$ cat config.mk
export PLATFORM = sky130hd
export DESIGN_NAME = bcd_segment_driver
export DESIGN_NICKNAME = d
export VERILOG_FILES = /design/src/rtl/bcd_segment_driver.sv
export SDC_FILE = /design/constraint.sdc
export NUM_CORES = 1
export LEC_CHECK = 0
export ABC_AREA = 1
export ABC_CLOCK_PERIOD_IN_PS = 5000
export BUFFER_PORTS_ARGS = -buffer_cell sky130_fd_sc_hd__buf_4
export CAP_MARGIN = 20
export CORE_MARGIN = 1
export CORE_UTILIZATION = 60
export DETAILED_ROUTE_END_ITERATION = 8
export GPL_TIMING_DRIVEN = 0
export PLACE_DENSITY = 0.8
export SLEW_MARGIN = 20
export SYNTH_ARGS = -nofsm -noshare
export SYNTH_HDL_FRONTEND = slang
export SYNTH_SLANG_ARGS = --single-unit
$ cat constraint.sdc
create_clock -name clk -period 5 [get_ports clk]
set_clock_uncertainty 0.05 [all_clocks]
set_input_delay 1 -clock clk [delete_from_list [all_inputs] [get_ports clk]]
set_output_delay 1 -clock clk [all_outputs]
set_load 0.01 [all_outputs]
$ cat src/rtl/bcd_segment_driver.sv
`timescale 1ns/1ps
// bcd_segment_driver
//   Converts a signed WIDTH-bit result into three 7-segment glyphs using a
//   sequential double-dabble engine, then drives the segment lines in step
//   with the active-low digit strobe from the digit selector.
//
// Ports:
//   clk       system clock
//   reset     asynchronous, active-high reset
//   value_in  signed two's-complement value to display (WIDTH bits)
//   load      single-cycle convert request, honoured only when busy=0
//   busy      high while a conversion (CONVERT + COMMIT) is in progress
//   digit     active-low digit enable: 1110 ones, 1101 tens, 1011 hundreds
//   seg       active-low segments {g,f,e,d,c,b,a}, registered
//   an        active-low anode enables, registered copy of digit
module bcd_segment_driver #(
  parameter int WIDTH = 12
) (
  input  logic             clk,
  input  logic             reset,
  input  logic [WIDTH-1:0] value_in,
  input  logic             load,
  output logic             busy,
  input  logic [3:0]       digit,
  output logic [6:0]       seg,
  output logic [3:0]       an
);

  localparam int CW = $clog2(WIDTH + 1);

  localparam logic [6:0] GLYPH_E     = 7'b0000110;
  localparam logic [6:0] GLYPH_R     = 7'b0101111;
  localparam logic [6:0] GLYPH_MINUS = 7'b0111111;
  localparam logic [6:0] GLYPH_BLANK = 7'b1111111;

  typedef enum logic [1:0] {IDLE, CONVERT, COMMIT} state_t;

  state_t          state, state_next;
  logic [CW-1:0]   shift_cnt;
  logic [WIDTH-1:0] mag;
  logic [15:0]     bcd;
  logic [15:0]     bcd_adj;
  logic            sign_r, ovf_r;

  logic [3:0]      disp_h, disp_t, disp_o;
  logic            disp_sign, disp_ovf;

  logic signed [15:0] val_ext;
  logic [WIDTH-1:0]   mag_in;
  logic               ovf_in;
  logic [6:0]         glyph;

  // Sign-extend to a width where the 999 / -99 limits are representable
  // for every legal WIDTH.
  assign val_ext = {{(16 - WIDTH){value_in[WIDTH-1]}}, value_in};
  assign ovf_in  = (val_ext > 16'sd999) || (val_ext < -16'sd99);
  // Negation wraps the most-negative value onto itself, which read as
  // unsigned is exactly its magnitude.
  assign mag_in  = value_in[WIDTH-1] ? ('0 - value_in) : value_in;

  assign busy = (state != IDLE);

  always_ff @(posedge clk or posedge reset) begin
    if (reset) state <= IDLE;
    else       state <= state_next;
  end

  always_comb begin
    state_next = state;
    case (state)
      IDLE:    if (load) state_next = CONVERT;
      CONVERT: if (shift_cnt == CW'(WIDTH - 1)) state_next = COMMIT;
      COMMIT:  state_next = IDLE;
      default: state_next = IDLE;
    endcase
  end

  always_comb begin
    bcd_adj = bcd;
    for (int unsigned i = 0; i < 4; i++) begin
      if (bcd[4*i +: 4] >= 4'd5) bcd_adj[4*i +: 4] = bcd[4*i +: 4] + 4'd3;
    end
  end

  always_ff @(posedge clk or posedge reset) begin
    if (reset) begin
      shift_cnt <= '0;
      mag       <= '0;
      bcd       <= '0;
      sign_r    <= 1'b0;
      ovf_r     <= 1'b0;
      disp_h    <= '0;
      disp_t    <= '0;
      disp_o    <= '0;
      disp_sign <= 1'b0;
      disp_ovf  <= 1'b0;
    end else begin
      case (state)
        IDLE: begin
          if (load) begin
            mag       <= mag_in;
            bcd       <= '0;
            sign_r    <= value_in[WIDTH-1];
            ovf_r     <= ovf_in;
            shift_cnt <= '0;
          end
        end
        CONVERT: begin
          {bcd, mag} <= {bcd_adj, mag} << 1;
          shift_cnt  <= shift_cnt + 1'b1;
        end
        COMMIT: begin
          disp_h    <= bcd[11:8];
          disp_t    <= bcd[7:4];
          disp_o    <= bcd[3:0];
          disp_sign <= sign_r;
          disp_ovf  <= ovf_r;
        end
        default: ;
      endcase
    end
  end

  function automatic logic [6:0] digit_code(input logic [3:0] n);
    case (n)
      4'd0:    digit_code = 7'b1000000;
      4'd1:    digit_code = 7'b1111001;
      4'd2:    digit_code = 7'b0100100;
      4'd3:    digit_code = 7'b0110000;
      4'd4:    digit_code = 7'b0011001;
      4'd5:    digit_code = 7'b0010010;
      4'd6:    digit_code = 7'b0000010;
      4'd7:    digit_code = 7'b1111000;
      4'd8:    digit_code = 7'b0000000;
      4'd9:    digit_code = 7'b0010000;
      default: digit_code = GLYPH_BLANK;
    endcase
  endfunction

  always_comb begin
    glyph = GLYPH_BLANK;
    case (digit)
      4'b1110: glyph = disp_ovf ? GLYPH_R : digit_code(disp_o);
      4'b1101: begin
        if (disp_ovf)
          glyph = GLYPH_R;
        else if (disp_sign)
          glyph = (disp_t == 4'd0) ? GLYPH_BLANK : digit_code(disp_t);
        else
          glyph = (disp_h == 4'd0 && disp_t == 4'd0) ? GLYPH_BLANK : digit_code(disp_t);
      end
      4'b1011: begin
        if (disp_ovf)
          glyph = GLYPH_E;
        else if (disp_sign)
          glyph = GLYPH_MINUS;
        else
          glyph = (disp_h == 4'd0) ? GLYPH_BLANK : digit_code(disp_h);
      end
      default: glyph = GLYPH_BLANK;
    endcase
  end

  // Glyph and anode are registered together so seg/an always pair up.
  always_ff @(posedge clk or posedge reset) begin
    if (reset) begin
      seg <= '1;
      an  <= '1;
    end else begin
      seg <= glyph;
      an  <= digit;
    end
  end

endmodule

==> Yosys cells after proc, flatten, opt, wreduce, memory -nomap -nowiden <==
Memory sizes are Yosys's and may differ from the RTL's.
Cells that the tools add are included.
Widths: inputs -> output; s select.
{ "totals": {"out_inout_bits": 12, "wordCells": 70, "reg_bits": 61, "mem_bits_ro": 448, "n_memories": 4, "in_bits": 19} }
{ "op_classes": {"eq_ne": 8, "addsub": 6, "n_mux": 23, "order_cmp": 6, "reduce_logical": 10} }
{ "mem_list": {"columns": ["name", "depth", "width", "rd", "rd_clocked_by_memory_dff", "write_ports", "line_no", "rtl"], "rows": [
  ["(name not given)", 16, 7, 1, 0, 0, "125", "case (n)"],
  ["(name not given)", 16, 7, 1, 0, 0, "125", null],
  ["(name not given)", 16, 7, 1, 0, 0, "125", null],
  ["(name not given)", 16, 7, 1, 0, 0, "125", null]
]} }
{ "op_table": {"columns": ["cell", "n"], "rows": [
  ["$mux 7", 8],
  ["$pmux 16 s2", 1],
  ["$mux 12", 2],
  ["$pmux 12 s2", 1],
  ["$pmux 7 s3", 1],
  ["$eq 4x4->1 const B", 4],
  ["$ge 4x3->1 const B", 4],
  ["$mux 16", 1],
  ["$mux 4", 4],
  ["$add 4x2->4 const B", 3],
  ["$gt 12x11->1 const B", 1],
  ["$lt 12x8->1 const B", 1],
  ["$sub 1x12->12 const A", 1],
  ["$logic_not 4->1", 2],
  ["$pmux 4 s2", 1],
  ["$reduce_and 2->1", 3],
  ["$add 4x1->4 const B", 1],
  ["$mux 2", 2],
  ["$ne 2x2->1 const B", 2],
  ["$pmux 2 s2", 1],
  ["$reduce_bool 2->1", 2],
  ["$add 3x2->3 const B", 1],
  ["$mux 3", 1],
  ["$eq 2x1->1 const B", 1],
  ["4 further kinds", 4]
]} }

==> Logic depth before layout (Yosys ltp) <==
Gate-level depths: netlist of the first run.
{ "logic_depth": {"depth_word": 6, "depth_mapped": 9, "mapped_depth_nobuf": 9} }

==> Worst setup path before layout of the first run <==
No wires, ideal clock.
{ "synth_path": {"path_type": "input-to-reg", "start": "input port value_in[0]", "end": "register mag[8]", "required_time_ps": 4829, "setup_slack_ps": 3132, "path_buffers": 0, "setup_time_ps": 121, "t_arrival_ps": 1697, "stages": 7, "path_cell_list": "inv_1 -> ha_1 -> nand3_1 -> nand2_1 -> nand3b_1 -> nand3_1 -> nand2_1"} }
{ "synth_via": {"elab_chain_len": 4} }
{ "synth_lines": {"columns": ["item", "line_no", "rtl"], "rows": [
  ["start: declaration", "21", "input logic [WIDTH-1:0] value_in,"],
  ["$sub 1x12->12", "59", "assign mag_in = value_in[WIDTH-1] ? ('0 - value_in) : value_in;"],
  ["$mux 12", "59", null],
  ["$mux 12", "100", "if (load) begin"],
  ["$pmux 12 s2", "98", "case (state)"],
  ["end signal: assignment", "101", "mag <= mag_in;"],
  ["end signal: assignment", "109", "{bcd, mag} <= {bcd_adj, mag} << 1;"],
  ["end: declaration", "40", "logic [WIDTH-1:0] mag;"]
]} }
Every way passes these cells. The select of a mux whose other input is x is not followed.
A chain may end at the register's enable or synchronous reset.

==> Worst setup path after layout of the first run <==
{ "layout_path": {"start": "register state[1]", "end": "output port busy"} }
{ "layout_via": {"elab_chain_len": 1} }
{ "layout_lines": {"columns": ["item", "line_no", "rtl"], "rows": [
  ["start: declaration", "38", "state_t state, state_next;"],
  ["start signal: assignment", "65", "else state <= state_next;"],
  ["$reduce_bool 2->1", "61", "assign busy = (state != IDLE);"],
  ["end: declaration", "23", "output logic busy,"]
]} }
Every way passes these cells.

==> metrics.csv, run 1 <==
stage,metric,value,unit
run_status,status,completed,
worst_setup_path,worstPathArrival,1.04,ns
global_route,grt-ovfl-total,0,
timing,grt_setup_unrepaired,no,
clock_network,cts_sinks,57,
clock_network,clk_pin_slew,0.06,ns
pwr,peakVddDrop,0.3231,mV
worst_setup_path,reg2reg_from,bcd[0],
clock_network,clockRootBuffer,clkbuf_8,
worst_setup_path,critPathMaxFanout,3,
timing,hold_slack,0.4341,ns
global_route,met1_usage,0.3338,
timing,setup_tns,0,ns
routing,drtIter0Drc,161,
worst_setup_path,ff2ff_path_depth,9,
place,gp_congestion,0.9345,
yosys,synth_common_cells,"126 x nand2_1, 54 x inv_1, 46 x dfrtp_1, 44 x o21ai_0, 41 x nand3_1",
clock_network,clk_latency,0.34,ns
clock_network,htreeDepth,3,
floorplan,io_pins,31,
global_route,grt_busiest_layer,met2,
timing,maxSlewHeadroom,0.5615,
yosys,ys.flop_type,dfrtp_1,
yosys,syn_area_per_cell,7.626,sq um
routing,wl_per_cell,13.07,um
global_route,track_usage,0.2690,
global_route,grt_pass1_vias,2986,
pwr,p_total,2.110,mW
timing,setup_viol,0,
floorplan,die_h,78.63,um
worst_setup_path,cp.required,3.95,ns
routing,vias,3203,
floorplan,die_area,6183,sq um
global_route,antenna_found_initial,0,
cells_and_area,final_nets,547,
worst_setup_path,critPathKind,reg -> out,
clock_network,clockBufferDepth,2,
hold_path,min_path_type,reg -> reg,
worst_setup_path,setup.worst_path.start,state[1],
timing,postLayoutSetupSlackWorst,2.910,ns
clock_network,cts_hold_repair.buffers,0,
yosys,ys.warnings.count,0,
floorplan,die_x,78.63,um
clock_network,ctsResizeCount,0,
routing,detail-route-antenna-nets,0,
cells_and_area,diodes,0,
timing,finalMaxSlewViolations,0,
yosys,synth_cell_types,34,
worst_setup_path,worstSetupEndpoint,busy,
yosys,synth-seq-cells,57,
global_route,met2_usage,0.4391,
floorplan,num_rows,27,
place,dp.cells,564,
yosys,synth_top_cell_by_area,dfrtp_1,
cells_and_area,area_growth,14.20,%
timing,hold_violations,0,
yosys,netlist_top_cells_area,"dfrtp_1 33%, nand2_1 13%, ha_1 8.9%",
timing,worst_pin_slew,0.6578,ns
clock_network,postCtsSetupBuffers,0,
routing,drc,0,
cells_and_area,final_util,0.7219,
pwr,power_density,524.3,nW/um^2
worst_setup_path,cp-end-kind,output pin,
clock_network,numCtsBuffers,9,
global_route,met3_usage,0.06279,
worst_setup_path,r2r_slack,3.44,ns
worst_setup_path,worstReg2RegEnd,bcd[2],
cells_and_area,final_cells,578,
yosys,yosys.area.top_type_share,0.3267,
routing,drt_pass1_iterations,5,
yosys,synth_most_common_cell,nand2_1,
cells_and_area,drive_gt1_frac,0.1482,
run,drv_cap,0,
place,dp.final_hpwl,5.509,mm
yosys,synthArstFlopShare,1.000,
place,portBuffers,30,
pwr,p_leak,2.126,nW
yosys,synth.cell_area,3523,sq um
worst_setup_path,cp-start-kind,flop,
place,place_ws,2.866,ns
yosys,seq_area_frac_synth,0.4087,
cells_and_area,design_area,4024,sq um
timing,period_share,0.4179,
place,dpl_cell_area,3841,sq um
floorplan,start_util,0.6321,
timing,min_period,2.090,ns
timing,fmax,0.4786,GHz
global_route,grt_max_degree,58,
yosys,syn_inst,462,
routing,drt-vias-per-instance,5.542,
clock_network,tritoncts,done,
yosys,synth_fp_nets,506,
floorplan,core_area,5574,sq um
yosys,synth_edf_count,0,
routing,routed_wirelength,7.553,mm
global_route,grt_first_pass_wirelength,12.80,mm
[registers in the layout, summed over array words and instances (netlist names), 2 cells and up]
register and cells:
mag 12, disp_o 4, disp_t 4, an 4
shift_cnt 4, seg 7, disp_h 4, bcd 12
state 2
[critical path, stage by stage (launching register included)]
cell and delay [ns]:
dfrtp_1 0.42, inv_2 0.09, nand2_1 0.05, buf_4 0.14
[cells in the final DEF, fill, tap and decap left out, drive strengths merged, types with 3 or more instances in the layout]
master and count:
a22oi 8, nand4 4, clkinv 3, nand2 126, nand3 42, inv 58, nand3b 4, nor2 37
buf 38, xor2 3, a21oi 20, o21ai 53, o22ai 3, dfrtp 46, ha 25, dfstp 11
o211ai 4, clkbuf 12
[area by class of cell]
class                   instances  area [sq um]
fillers                       474          1550
flip-flops and latches         57          1440
repair buffers                 30         225.2
plain buffers                  10         65.06
well taps                      72         90.09
clock buffers                  10         137.6
inverters                      58         222.7
multi-input cells             337          1798
clock inverters                 4         45.04
[where the power goes]
part	switching, mW	total (mW)	internal, mW
logic	0.584	0.949	0.366
registers	0.120	0.752	0.632
clock network	0.173	0.408	0.235
[cell families after synthesis]
group	Yosys count	share of synthesized area
and+or+nand+nor	218	0.2674
AOI/OAI and AO/OA	90	0.1438
buffers and inverters	68	0.08096
DFF	57	0.4087
adders and majority gates	25	0.08878
xor gates and xnor gates	3	0.007459
muxes	1	0.002841
[routing by layer]
layer  wire length, um  part of all wire  up-vias
met3               400             0.053       17
met2              3524              0.47      103
met4               164             0.022        0
met1              3463              0.46     1498
met5                 0                 0        -
li1                  -                 -     1585
[worst min path at each step]
stage,from,end,cells after the start
final,shift_cnt[3],shift_cnt[3],1
after global routing,mag[1],mag[2],2
after CTS,shift_cnt[3],shift_cnt[3],1
after detailed placement,disp_t[3],disp_t[3],2
after global placement,shift_cnt[3],shift_cnt[3],1
after floorplan,shift_cnt[3],shift_cnt[3],1
Power figures use the tool's default switching activity.
==> inputs of run 2 (changes only) <==
- ABC_CLOCK_PERIOD_IN_PS: 5000 -> 1870
- CORE_UTILIZATION: 60 -> 54
- PLACE_DENSITY: 0.8 -> 0.76
- clock period: 5 -> 1.87 ns (I/O delays scaled with it)
==> run 2 against run 1 <==
  * Critical path depth grew 4
  * Via count shrank 4.5%
  * Highest routed layer unchanged
  * Routed wire length shrank 4.9%
  * Sequential share of layout area grew 0.056 points
  * Die area grew 11%
  * Largest power group unchanged
  * Sequential power grew to 2.7 times the previous value
==> metrics.csv, run 2 (same netlist as run 1, synthesis figures left out) <==
stage,metric,value,unit,change
floorplan,num_rows,29,,+7.4%
cells_and_area,drive_gt1_frac,0.1417,,-0.006489
worst_setup_path,cp.required,2.07,ns,-1.88 ns
clock_network,clk_latency,0.33,ns,about the same
pwr,peakVddDrop,0.8000,mV,+150%
pwr,power_frac_clock,0.185,,-0.008
hold_path,min_path_type,in -> async,,
pwr,power_density,1363,nW/um^2,+160%
routing,wl_per_cell,12.28,um,-6.0%
cells_and_area,layout_commonest_cell,nand2_1,,
global_route,grt-ovfl-total,0,,unchanged
routing,drc,0,,unchanged
timing,min_period,1.567,ns,
routing,drt_pass1_iterations,4,,-1
clock_network,ctsResizeCount,0,,unchanged
global_route,grt_pass1_vias,2846,,-4.7%
clock_network,cts_sinks,57,,unchanged
place,place_ws,0.3292,ns,-2.537 ns
run,drv_cap,0,,unchanged
clock_network,clk_pin_slew,0.06,ns,about the same
clock_network,clockRootBuffer,clkbuf_8,,
floorplan,die_h,82.78,um,+5.3%
global_route,grt_first_pass_wirelength,11.99,mm,-6.4%
cells_and_area,area_growth,14.03,%,
pwr,p_sw_frac,0.4116,,-0.003783
global_route,grt_max_degree,58,,unchanged
worst_setup_path,critPathMaxFanout,5,,+2
worst_setup_path,worstPathArrival,1.76,ns,+0.72 ns
timing,hold_violations,0,,unchanged
floorplan,core_area,6314,sq um,+13%
worst_setup_path,max_stage_delay,0.42,ns,about the same
worst_setup_path,cp-end-kind,flop,,
worst_setup_path,cp_slowest_cell,dfrtp_1,,
timing,period_share,0.8378,,
timing,grt_setup_unrepaired,no,,
worst_setup_path,crit_family,simple AND/OR/NAND/NOR gates,,
clock_network,clockBufferDepth,2,,unchanged
cells_and_area,top_regs,"bcd (12), mag (12), seg (7)",,
routing,drt-vias-per-instance,5.229,,-5.6%
cells_and_area,final_cells,585,,+1.2%
worst_setup_path,critPathKind,reg -> reg,,
routing,vias,3059,,-4.5%
global_route,track_usage,0.2318,,-0.03724
floorplan,io_pins,31,,unchanged
worst_setup_path,ff2ff_path_depth,7,,-2
worst_setup_path,crit_top_cell,nand3_1,,
floorplan,die_area,6852,sq um,+11%
worst_setup_path,crit_chain,"inv_1, ha_1, or2_2, nand3_1, nand2_1, a21oi_1, nand3_1",,
timing,worst_pin_slew,0.6792,ns,+0.02142 ns
worst_setup_path,cp_num_buf_inv,1,,-1
worst_setup_path,worstReg2RegEnd,seg[3],,
timing,fmax,0.6383,GHz,
place,dp.final_hpwl,5.424,mm,-1.5%
pwr,p_sw,2.254,mW,+160%
place,portBuffers,30,,unchanged
floorplan,die_x,82.78,um,+5.3%
pwr,p_leak,2.113,nW,-0.60%
clock_network,tritoncts,done,,
clock_network,postCtsSetupBuffers,0,,unchanged
timing,postLayoutSetupSlackWorst,0.3033,ns,-2.607 ns
routing,routed_wirelength,7.182,mm,-4.9%
timing,setup_viol,0,,unchanged
floorplan,start_util,0.5581,,-0.07403
cells_and_area,diodes,0,,unchanged
place,gp_congestion,0.8509,,-8.9%
place,dp.cells,569,,+0.89%
pwr,seqPwrFrac,0.366,,+0.010
clock_network,numCtsBuffers,9,,unchanged
cells_and_area,final_cell_mix,"126 x nand2_1, 53 x inv_1, 46 x dfrtp_1",,
run_status,status,completed,,
pwr,internal_power,3.221,mW,+160%
cells_and_area,final_nets,547,,unchanged
routing,detail-route-antenna-nets,0,,unchanged
global_route,antenna_found_initial,0,,unchanged
clock_network,htreeDepth,3,,unchanged
routing,drtIter0Drc,101,,-37%
worst_setup_path,r2r_slack,0.30,ns,-3.14 ns
cells_and_area,fillers,579,,+22%
clock_network,cts_hold_repair.buffers,0,,unchanged
timing,maxSlewHeadroom,0.5472,,-0.01428
pwr,combPwrFrac,0.448,,-0.002
worst_setup_path,cp-start-kind,flop,,
worst_setup_path,reg2reg_from,disp_o[1],,
timing,finalMaxSlewViolations,0,,unchanged
run 2: layout make-up:
| class | instances | area (sq um) | share of cell area |
|---|---|---|---|
| Inverter | 58 | 222.7 | 0.05543 |
| Timing Repair Buffer | 30 | 225.2 | 0.05606 |
| Clock buffer | 16 | 170.2 | 0.04235 |
| Tap cell | 77 | 96.34 | 0.02398 |
| Multi-Input combinational cell | 337 | 1798 | 0.4475 |
| Sequential cell | 57 | 1440 | 0.3585 |
| Buffer | 10 | 65.06 | 0.01619 |
run 2: power groups by stage:
stage	sequential (mW)	clock, mW	combinational [mW]
final	2.01	1.01	2.45
after global routing	2.06	1.09	2.84
after CTS	2.00	1.03	2.47
after detailed placement	2.02	0	2.47
after global placement	1.99	0	2.39
after floorplan	1.95	0	1.93
run 2: per-stage QoR:
stage | instance area [sq um] | setup TNS, ns | util | power, mW | hold slack (ns)
floorplan | 3523 | 0 | - | 3.879 | 0.3285
detailed placement | 3847 | 0 | 0.6094 | 4.481 | 0.4224
global route | 4018 | 0 | 0.6363 | 5.986 | 0.1015
finish | 4018 | 0 | 0.6363 | 5.475 | 0.1020
global placement | 3845 | -30.27 | 0.6090 | 4.380 | 0.4191
CTS | 4018 | 0 | 0.6363 | 5.503 | 0.1020
run 2: how the worst max path moves through the flow:
stage           startpoint       to  slack (ns)  cells past startpoint
2_1_floorplan        reset   bcd[0]        0.06                      1
3_3_place_gp         reset   mag[8]       -0.63                      2
3_5_place_dp   value_in[0]  mag[10]        0.33                      8
4_1_cts          disp_o[1]   seg[3]        0.32                      7
5_1_grt             bcd[0]   bcd[2]        0.12                      9
6_report         disp_o[1]   seg[3]        0.30                      7
run 2: per-layer routing:
| metal | up-vias | GRT usage | share of wire |
|---|---|---|---|
| li1 | 1590 | - | - |
| met1 | 1388 | 0.2526 | 0.43 |
| met2 | 64 | 0.4246 | 0.51 |
| met3 | 17 | 0.05027 | 0.036 |
| met4 | 0 | 0.1086 | 0.023 |
| met5 | - | 0 | 0 |
